File: src/rtl/seg_scan_decoder_pkg.sv
// Shared constants for the multiplexed 7-segment scan decoder: segment codes,
// anode codes, scan states and interval-length helpers.
package seg_scan_decoder_pkg;

    localparam int LEN_W = 8;

    // Active-low segment patterns, bit order CA..CG at [6:0]
    localparam logic [6:0] SEG_0     = 7'b0000001;
    localparam logic [6:0] SEG_1     = 7'b1001111;
    localparam logic [6:0] SEG_2     = 7'b0010010;
    localparam logic [6:0] SEG_3     = 7'b0000110;
    localparam logic [6:0] SEG_4     = 7'b1001100;
    localparam logic [6:0] SEG_5     = 7'b0100100;
    localparam logic [6:0] SEG_6     = 7'b0100000;
    localparam logic [6:0] SEG_7     = 7'b0001111;
    localparam logic [6:0] SEG_8     = 7'b0000000;
    localparam logic [6:0] SEG_9     = 7'b0000100;
    localparam logic [6:0] SEG_BLANK = 7'b1111111;

    localparam logic [3:0] AN_THOU = 4'b0111;
    localparam logic [3:0] AN_HUND = 4'b1011;
    localparam logic [3:0] AN_TENS = 4'b1101;
    localparam logic [3:0] AN_ONES = 4'b1110;
    localparam logic [3:0] AN_NONE = 4'b1111;
    localparam logic [3:0] AN_ALL  = 4'b0000;

    typedef enum logic [1:0] {
        EXP_THOU = 2'd0,
        EXP_HUND = 2'd1,
        EXP_TENS = 2'd2,
        EXP_ONES = 2'd3
    } scan_state_t;

    function automatic logic [3:0] expected_anode(input scan_state_t s);
        logic [3:0] a;
        case (s)
            EXP_THOU: a = AN_THOU;
            EXP_HUND: a = AN_HUND;
            EXP_TENS: a = AN_TENS;
            default:  a = AN_ONES;
        endcase
        return a;
    endfunction

    function automatic logic [13:0] bcd_to_bin(input logic [3:0] d4, input logic [3:0] d3,
                                               input logic [3:0] d2, input logic [3:0] d1);
        return 14'(d4) * 14'd1000 + 14'(d3) * 14'd100 + 14'(d2) * 14'd10 + 14'(d1);
    endfunction

    function automatic logic [LEN_W-1:0] sat_inc(input logic [LEN_W-1:0] c);
        return (c == {LEN_W{1'b1}}) ? c : c + 1'b1;
    endfunction

endpackage

File: src/rtl/seg_scan_decoder_seg7_to_bcd.sv
// Combinational 7-segment pattern to BCD digit decoder with a legality flag.
module seg7_to_bcd
    import seg_scan_decoder_pkg::*;
(
    input  logic [6:0] led_seg,
    output logic [3:0] digit,
    output logic       legal
);

    always_comb begin
        digit = 4'd0;
        legal = 1'b1;
        case (led_seg)
            SEG_0:   digit = 4'd0;
            SEG_1:   digit = 4'd1;
            SEG_2:   digit = 4'd2;
            SEG_3:   digit = 4'd3;
            SEG_4:   digit = 4'd4;
            SEG_5:   digit = 4'd5;
            SEG_6:   digit = 4'd6;
            SEG_7:   digit = 4'd7;
            SEG_8:   digit = 4'd8;
            SEG_9:   digit = 4'd9;
            default: legal = 1'b0;
        endcase
    end

endmodule

File: src/rtl/seg_scan_decoder.sv
// Recovers the displayed value of a 4-digit multiplexed 7-segment meter from
// its anode/segment drive, and measures the visible/blanked interval lengths.
module seg_scan_decoder
    import seg_scan_decoder_pkg::*;
(
    input  logic             clk,
    input  logic             rst,
    input  logic [3:0]       an,
    input  logic [6:0]       led_seg,
    output logic [3:0]       val4,
    output logic [3:0]       val3,
    output logic [3:0]       val2,
    output logic [3:0]       val1,
    output logic [13:0]      bin_value,
    output logic             frame_valid,
    output logic             seg_err,
    output logic             order_err,
    output logic             blanked,
    output logic [LEN_W-1:0] on_len,
    output logic [LEN_W-1:0] off_len,
    output logic             len_valid
);

    scan_state_t state, state_nxt;

    logic [3:0] digit;
    logic       legal;
    logic       is_blank;
    logic       is_all;
    logic [3:0] sh_thou, sh_hund, sh_tens;
    logic       cap_thou, cap_hund, cap_tens;
    logic       pub_frame, pub_all;
    logic       seg_err_nxt, order_err_nxt;

    logic             seen, armed;
    logic [LEN_W-1:0] on_cnt, off_cnt;

    seg7_to_bcd u_seg7_to_bcd (
        .led_seg (led_seg),
        .digit   (digit),
        .legal   (legal)
    );

    assign is_blank = (an == AN_NONE);
    assign is_all   = (an == AN_ALL);

    always_ff @(posedge clk) begin
        if (rst) state <= EXP_THOU;
        else     state <= state_nxt;
    end

    // Segment legality outranks any anode-order complaint.
    always_comb begin
        state_nxt     = EXP_THOU;
        cap_thou      = 1'b0;
        cap_hund      = 1'b0;
        cap_tens      = 1'b0;
        pub_frame     = 1'b0;
        pub_all       = 1'b0;
        seg_err_nxt   = 1'b0;
        order_err_nxt = 1'b0;
        if (is_blank) begin
            state_nxt = EXP_THOU;
        end else if (!legal) begin
            seg_err_nxt = 1'b1;
        end else if (is_all) begin
            pub_all = 1'b1;
        end else if (an == expected_anode(state)) begin
            case (state)
                EXP_THOU: begin cap_thou = 1'b1; state_nxt = EXP_HUND; end
                EXP_HUND: begin cap_hund = 1'b1; state_nxt = EXP_TENS; end
                EXP_TENS: begin cap_tens = 1'b1; state_nxt = EXP_ONES; end
                EXP_ONES: pub_frame = 1'b1;
            endcase
        end else begin
            order_err_nxt = 1'b1;
            if (an == AN_THOU) begin
                cap_thou  = 1'b1;
                state_nxt = EXP_HUND;
            end
        end
    end

    always_ff @(posedge clk) begin
        if (rst) begin
            sh_thou     <= 4'd0;
            sh_hund     <= 4'd0;
            sh_tens     <= 4'd0;
            val4        <= 4'd0;
            val3        <= 4'd0;
            val2        <= 4'd0;
            val1        <= 4'd0;
            bin_value   <= 14'd0;
            frame_valid <= 1'b0;
            seg_err     <= 1'b0;
            order_err   <= 1'b0;
        end else begin
            frame_valid <= pub_frame | pub_all;
            seg_err     <= seg_err_nxt;
            order_err   <= order_err_nxt;
            if (cap_thou) sh_thou <= digit;
            if (cap_hund) sh_hund <= digit;
            if (cap_tens) sh_tens <= digit;
            if (pub_frame) begin
                val4      <= sh_thou;
                val3      <= sh_hund;
                val2      <= sh_tens;
                val1      <= digit;
                bin_value <= bcd_to_bin(sh_thou, sh_hund, sh_tens, digit);
            end else if (pub_all) begin
                val4      <= digit;
                val3      <= digit;
                val2      <= digit;
                val1      <= digit;
                bin_value <= bcd_to_bin(digit, digit, digit, digit);
            end
        end
    end

    // The interval in progress at reset has unknown start, so lengths are only
    // reported once a real edge has been seen (armed).
    always_ff @(posedge clk) begin
        if (rst) begin
            blanked   <= 1'b0;
            seen      <= 1'b0;
            armed     <= 1'b0;
            on_cnt    <= '0;
            off_cnt   <= '0;
            on_len    <= '0;
            off_len   <= '0;
            len_valid <= 1'b0;
        end else begin
            blanked   <= is_blank;
            seen      <= 1'b1;
            len_valid <= 1'b0;
            if (seen && (is_blank != blanked)) begin
                armed <= 1'b1;
                if (is_blank) begin
                    if (armed) begin
                        on_len    <= sat_inc(on_cnt);
                        len_valid <= 1'b1;
                    end
                    on_cnt <= '0;
                end else begin
                    if (armed) begin
                        off_len   <= sat_inc(off_cnt);
                        len_valid <= 1'b1;
                    end
                    off_cnt <= '0;
                end
            end else if (seen) begin
                if (is_blank) off_cnt <= sat_inc(off_cnt);
                else          on_cnt  <= sat_inc(on_cnt);
            end
        end
    end

endmodule

File: config.mk
export PLATFORM = sky130hd
export DESIGN_NAME = seg_scan_decoder
export DESIGN_NICKNAME = d
export VERILOG_FILES = /design/src/rtl/seg_scan_decoder_pkg.sv /design/src/rtl/seg_scan_decoder_seg7_to_bcd.sv /design/src/rtl/seg_scan_decoder.sv
export SDC_FILE = /design/constraint.sdc
export NUM_CORES = 1
export LEC_CHECK = 0
export CAP_MARGIN = 30
export CORE_ASPECT_RATIO = 0.9
export CORE_MARGIN = 2
export CORE_UTILIZATION = 35
export CTS_CLUSTER_SIZE = 16
export DETAILED_ROUTE_END_ITERATION = 6
export SLEW_MARGIN = 20
export SYNTH_ARGS = -nofsm -noshare
export SYNTH_HDL_FRONTEND = slang
export SYNTH_SLANG_ARGS = --single-unit
export TNS_END_PERCENT = 1
File: constraint.sdc
create_clock -name clk -period 11.6 [get_ports clk]
set_input_delay 2.9 -clock clk [delete_from_list [all_inputs] [get_ports clk]]
set_output_delay 2.9 -clock clk [all_outputs]
set_load 0.01 [all_outputs]
Word-level counts from Yosys, hierarchy flattened
Cells that the tools add are included.
{"block": "op_classes", "n_addsub": 8, "multipliers": 6, "div_mod_pow": 0, "order_cmp": 0, "n_eq_ne": 21, "shift": 0, "n_mux": 54, "bitwise_logic": 4, "n_reduce_logical": 15}
{"cell": "2-to-1 mux 8 bit", "count": 10}
{"cell": "one-hot mux 4 bit (9 select lines)", "count": 1}
{"cell": "2-to-1 mux 4 bit", "count": 8}
{"cell": "2-to-1 mux 1 bit", "count": 30}
{"cell": "adder 14 x 11 -> 14 bit", "count": 2}
{"cell": "adder 14 x 4 -> 14 bit", "count": 2}
{"cell": "adder 14 x 8 -> 14 bit", "count": 2}
{"cell": "2-to-1 mux 14 bit", "count": 2}
{"cell": "multiplier 4 x 7 -> 11 bit, second input constant", "count": 2}
{"cell": "multiplier 4 x 5 -> 9 bit, second input constant", "count": 2}
{"cell": "adder 8 x 1 -> 8 bit, second input constant", "count": 2}
{"cell": "== test 8 bit, second input constant", "count": 2}
{"cell": "== test 7 x 3 -> 1 bit, second input constant", "count": 2}
{"cell": "== test 7 x 6 -> 1 bit, second input constant", "count": 2}
{"cell": "== test 7 bit, second input constant", "count": 2}
{"cell": "multiplier 4 x 3 -> 7 bit, second input constant", "count": 2}
{"cell": "one-hot mux 4 bit (3 select lines)", "count": 1}
{"cell": "AND reduction 3 bit", "count": 4}
{"cell": "OR reduction 10 bit", "count": 1}
{"cell": "== test 7 x 1 -> 1 bit, second input constant", "count": 1}
{"cell": "== test 7 x 4 -> 1 bit, second input constant", "count": 1}
{"cell": "== test 7 x 5 -> 1 bit, second input constant", "count": 1}
{"cell": "zero test 7 bit", "count": 1}
{"cell": "one-hot mux 2 bit (3 select lines)", "count": 1}
{"cell": "other kinds (17)", "count": 24}
{"block": "totals", "regBits": 83, "latch_bits": 0, "ramBits": 0, "romBits": 0, "inputBits": 13, "out_inout_bits": 51, "wordCells": 128, "n_memories": 0}

Logic depth before layout (Yosys ltp)
{"block": "depth", "word_depth": 11, "ltp_mapped": 25, "depth_no_buf": 24}

Cells and area by module
From an unflattened synthesis, not the netlist that was laid out.
{"block": "hier_totals", "cells_unflattened": 782, "area_unflattened_um2": 6734.0}
{"module": "seg_scan_decoder", "n_inst": 1, "cells_each": 758, "area_per_inst_um2": 6551.3}
{"module": "seg7_to_bcd", "n_inst": 1, "cells_each": 24, "area_per_inst_um2": 182.7}

Worst setup path before layout
OpenSTA, ideal clock, no wires.
{"block": "synth_timing", "kind": "input -> register", "start": "input led_seg[0]", "end": "register bin_value[13]", "t_arrival_ns": 8.511, "required_ns": 11.478, "slack_ns": 2.966, "cell_stages": 21, "path_cell_list": "or3_1 > a21oi_1 > a41oi_1 > nor3b_1 > inv_1 > fa_1 > inv_1 > ha_1 > inv_1 > fa_1 > inv_1 > fa_1 > ha_1 > ha_1 > o21a_1 > o31a_1 > o21ai_1 > a31oi_1 > xnor2_1 > nor4_1 > a311o_1"}
{"block": "synth_between", "elab_chain_len": 8}
{"element": "start: declaration", "line": "seg_scan_decoder.sv:9", "text": "input logic [6:0] led_seg,"}
{"element": "== test 7 x 3 -> 1 bit (tied with other cells)", "line": "seg_scan_decoder_seg7_to_bcd.sv:13", "text": "case (led_seg)"}
{"element": "one-hot mux 4 bit (9 select lines) *", "line": "seg_scan_decoder_seg7_to_bcd.sv:13"}
{"element": "net digit[0]", "line": "seg_scan_decoder.sv:26", "text": "logic [3:0] digit;"}
{"element": "multiplier 4 x 7 -> 11 bit or multiplier 4 x 5 -> 9 bit (tied branches)", "line": "seg_scan_decoder_pkg.sv:47", "text": "return 14'(d4) * 14'd1000 + 14'(d3) * 14'd100 + 14'(d2) * 14'd10 + 14'(d1);"}
{"element": "adder 14 x 11 -> 14 bit", "line": "seg_scan_decoder_pkg.sv:47"}
{"element": "adder 14 x 8 -> 14 bit", "line": "seg_scan_decoder_pkg.sv:47"}
{"element": "adder 14 x 4 -> 14 bit", "line": "seg_scan_decoder_pkg.sv:47"}
{"element": "2-to-1 mux 14 bit", "line": "seg_scan_decoder.sv:110", "text": "end else if (pub_all) begin"}
{"element": "2-to-1 mux 14 bit *", "line": "seg_scan_decoder.sv:104", "text": "if (pub_frame) begin"}
{"element": "end signal: assignment", "line": "seg_scan_decoder.sv:109", "text": "bin_value <= bcd_to_bin(sh_thou, sh_hund, sh_tens, digit);"}
{"element": "end signal: assignment", "line": "seg_scan_decoder.sv:115", "text": "bin_value <= bcd_to_bin(digit, digit, digit, digit);"}
{"element": "end: declaration", "line": "seg_scan_decoder.sv:14", "text": "output logic [13:0] bin_value,"}
The timed path passes the listed nets; every way through them passes the cells marked *. The select of a mux whose other input is x is not followed.
A chain may end at the register's enable or synchronous reset.

Worst setup path after layout
{"block": "layout_timing", "start": "input led_seg[5]", "end": "register bin_value[13]"}
The elaborated chain is that of the path after synthesis.

==> reports/qor.txt <==
Clock Skews -> 0.00761 ns
Placed Instances -> 1077
Final WS setup -> 3.16 ns
Unrepaired setup endpoints after global routing -> no
Worst path cell trace -> clkdlybuf4s50_1 -> or4_1 -> o22a_1 -> inv_2 -> fa_1 -> fa_1 -> ha_1 -> nor2b_1 -> o21ai_0 -> nand2b_1 -> xnor2_1 -> ha_1 -> ha_1 -> ha_1 -> o21ai_0 -> a21oi_1 -> nor2_1 -> a31oi_1 -> xnor2_1 -> nor4_1 -> a311o_1
First-pass GRT wire length -> 26.2 mm
Syn Std Cell Area -> 0.00688 mm²
Hold Fails Final Rpt -> 0
Most used DFF post-synth -> dfxtp_1
Fin crit share -> 72.7%
Fin Setup TNS -> 0 ns
Ranking of synthesized cells by area -> dfxtp_1 (24%), ha_1 (19%), fa_1 (9.6%)
NumNets Final -> 991
CP top delay family -> adder cells
Final wirelength -> 15.9 mm
Register area -> 0.00164 mm²
Slowest CP cell -> or4_1
Post-CTS Resized -> 0
Reg2Reg Depth -> 18
Area Overhead vs Synth -> 16.7%
Buffers plus inverters on the worst setup path -> 2
Area of the multi-input gates -> 0.00485 mm²
Post-DP HPWL -> 12.1 mm
Most instantiated cells after synthesis -> ha_1 (105), dfxtp_1 (82), nor2_1 (81), a21oi_1 (73), inv_1 (65)
Finished Layout Cells -> 1095
Maximum number of pins on one net before global-route repair -> 68
Clock tree buffer depth -> 2
GR Util All Layers -> 15.3%
DR vias/cell -> 5.18
CP most frequent cell -> ha_1
Clock transition at path regs -> 0.07 ns
Syn Nets -> 938
Row count -> 48
Die height -> 137 µm
CP peak stage delay -> 0.59 ns
Htree depth -> 3
Hold Worst Slack -> 0.455 ns
Dpl ws -> 2.79 ns
Worst Path Arrival -> 8.66 ns
Syn. warnings -> 0
Initial Util -> 35.8%
Gr ovfl total -> 0
# DRC -> 0
CP Depth -> 21
Die W -> 152 µm
Hold Crit Class -> reg -> reg
Vias -> 5668
Max VDD drop -> 0.0585 mV
Slew Viols, Final -> 0
Root Driver -> clkbuf_16
CTS buffer count -> 9
Design Power -> 0.616 mW
Worst-path fanout max -> 12
Initial antenna violation count -> 0
FILL cells -> 1948
Count leader, synth -> ha_1
Min cycle time layout -> 8.44 ns
CTS Hold Buffers Added -> 0
WL/cell -> 14.5 µm
Vias in the first global route -> 5340
Num ports -> 64
First-iteration detailed-routing DRC count -> 396
Synth Instances -> 787
Async S/R FF share, synth -> 0%
Critical path endpoint category -> flip-flop
Synth unique cells -> 63
Drt first pass iters -> 5
Outcome -> finished clean
Mapped Avg Cell Area -> 8.75 µm²
Setup Fix Bufs, Post-CTS -> 0
Data required, critical path -> 11.83 ns
Post-synth top area share -> 23.9%
Register area share after synthesis -> 23.9%
CTS tree -> yes
Max Freq -> 119 MHz
Pwr Density -> 76.6 mW/mm²
Antenna Violating Nets Remaining -> 0
LEAKAGE -> 3.64 nW
WHS Path Cells -> 2
Buffers on Ports -> 63
Die footprint -> 0.0208 mm²
Layout cell share with drive strength beyond 1 -> 4.50%
N_diodes -> 0
Critical path class -> in -> reg
Clk_lat worst skew -> 0.34 ns
Worst Tran Pin Value -> 0.784 ns
Post-synth EDFFs -> 0
Max cap viols -> 0
Slew headroom -> 47.3%
Area leader, netlist -> dfxtp_1
#FFs+latches synth -> 82
Gpl congestion -> 0.817
CORE AREA -> 0.0192 mm²
Setup violators final -> 0
CP Launch Type -> input pin
CTS sink cnt -> 82
worst reg2reg max path, delay by kind of cell (launching register included):
family	cells	cell delay, ns
adder cells (fa/ha/maj)	6	2.41
AO/OA/AOI/OAI	8	1.52
flip-flops	1	0.46
XOR/XNOR	2	0.33
buffers and inverters	2	0.12
flip-flops by register name, indices dropped and copies added, names as in the netlist, 8 cells and up:
name	flops
off_cnt	8
bin_value	13
on_cnt	8
on_len	8
off_len	8
final cells by class:
type	count	share of cell area (%)
Tap cell	250	3.89
Clock buffer	10	2.97
Clock inverter	6	0.623
Sequential cell	82	20.4
Timing Repair Buffer	69	8.49
Multi-Input combinational cell	610	60.4
Inverter	68	3.19
stage by stage:
step                      instance area [µm²]  utilization, %
after floorplan                          6880               -
after global placement                   7720            40.2
after detailed placement                 7720            40.2
after CTS                                8010            41.7
after global routing                     8040            41.8
final                                    8040            41.8
per-layer routing:
| layer | global-route usage (%) | share of wire [%] | up-vias |
|---|---|---|---|
| met5 | 0 | 0 | - |
| met4 | 3.79 | 1.2 | 0 |
| met3 | 1.68 | 2.9 | 12 |
| met2 | 25.0 | 46 | 95 |
| met1 | 21.7 | 50 | 2676 |
| li1 | - | - | 2885 |
power by group:
group	internal, mW	switching (mW)	total, mW
combinational	0.0217	0.0332	0.0548
sequential	0.283	0.00199	0.285
clock	0.153	0.122	0.276
cell families after synthesis:
family / share of synthesized area (%)
AND/OR/NAND/NOR: 14.2
AO/OA/AOI/OAI: 18.6
adder cells (fa/ha/maj): 28.7
buffers and inverters: 5.71
flip-flops: 23.9
XOR/XNOR: 5.85
multiplexers: 3.07
path summary, 6_finish.rpt:
kind,start,to,slack (ns)
worst max-delay path,led_seg[5],bin_value[13],3.16
worst min-delay path,off_len[2],off_len[2],0.45
worst max register to register,sh_thou[1],bin_value[13],6.62
worst min register to register,off_len[2],off_len[2],0.45
layout by cell type (no fill, tap or decap), types with 3 or more instances in the layout:
| cell | n |
|---|---|
| a211oi_1 | 15 |
| a21boi_0 | 3 |
| a21o_1 | 12 |
| a21oi_1 | 73 |
| a22oi_1 | 18 |
| a31oi_1 | 12 |
| and3_1 | 5 |
| buf_4 | 4 |
| clkbuf_16 | 9 |
| clkdlybuf4s50_1 | 62 |
| clkinv_4 | 3 |
| dfxtp_1 | 82 |
| fa_1 | 33 |
| ha_1 | 105 |
| inv_1 | 65 |
| mux2i_1 | 20 |
| nand2_1 | 40 |
| nand2b_1 | 5 |
| nand3_1 | 12 |
| nand4_1 | 7 |
| nor2_1 | 81 |
| nor2b_1 | 10 |
| nor3_1 | 16 |
| nor4_1 | 4 |
| o211ai_1 | 4 |
| o21a_1 | 3 |
| o21ai_0 | 33 |
| o21ai_1 | 5 |
| o22a_1 | 3 |
| or3_1 | 6 |
| or4_1 | 4 |
| xnor2_1 | 36 |
| xor2_1 | 10 |
Note: power is estimated with default switching activity, not from simulation.
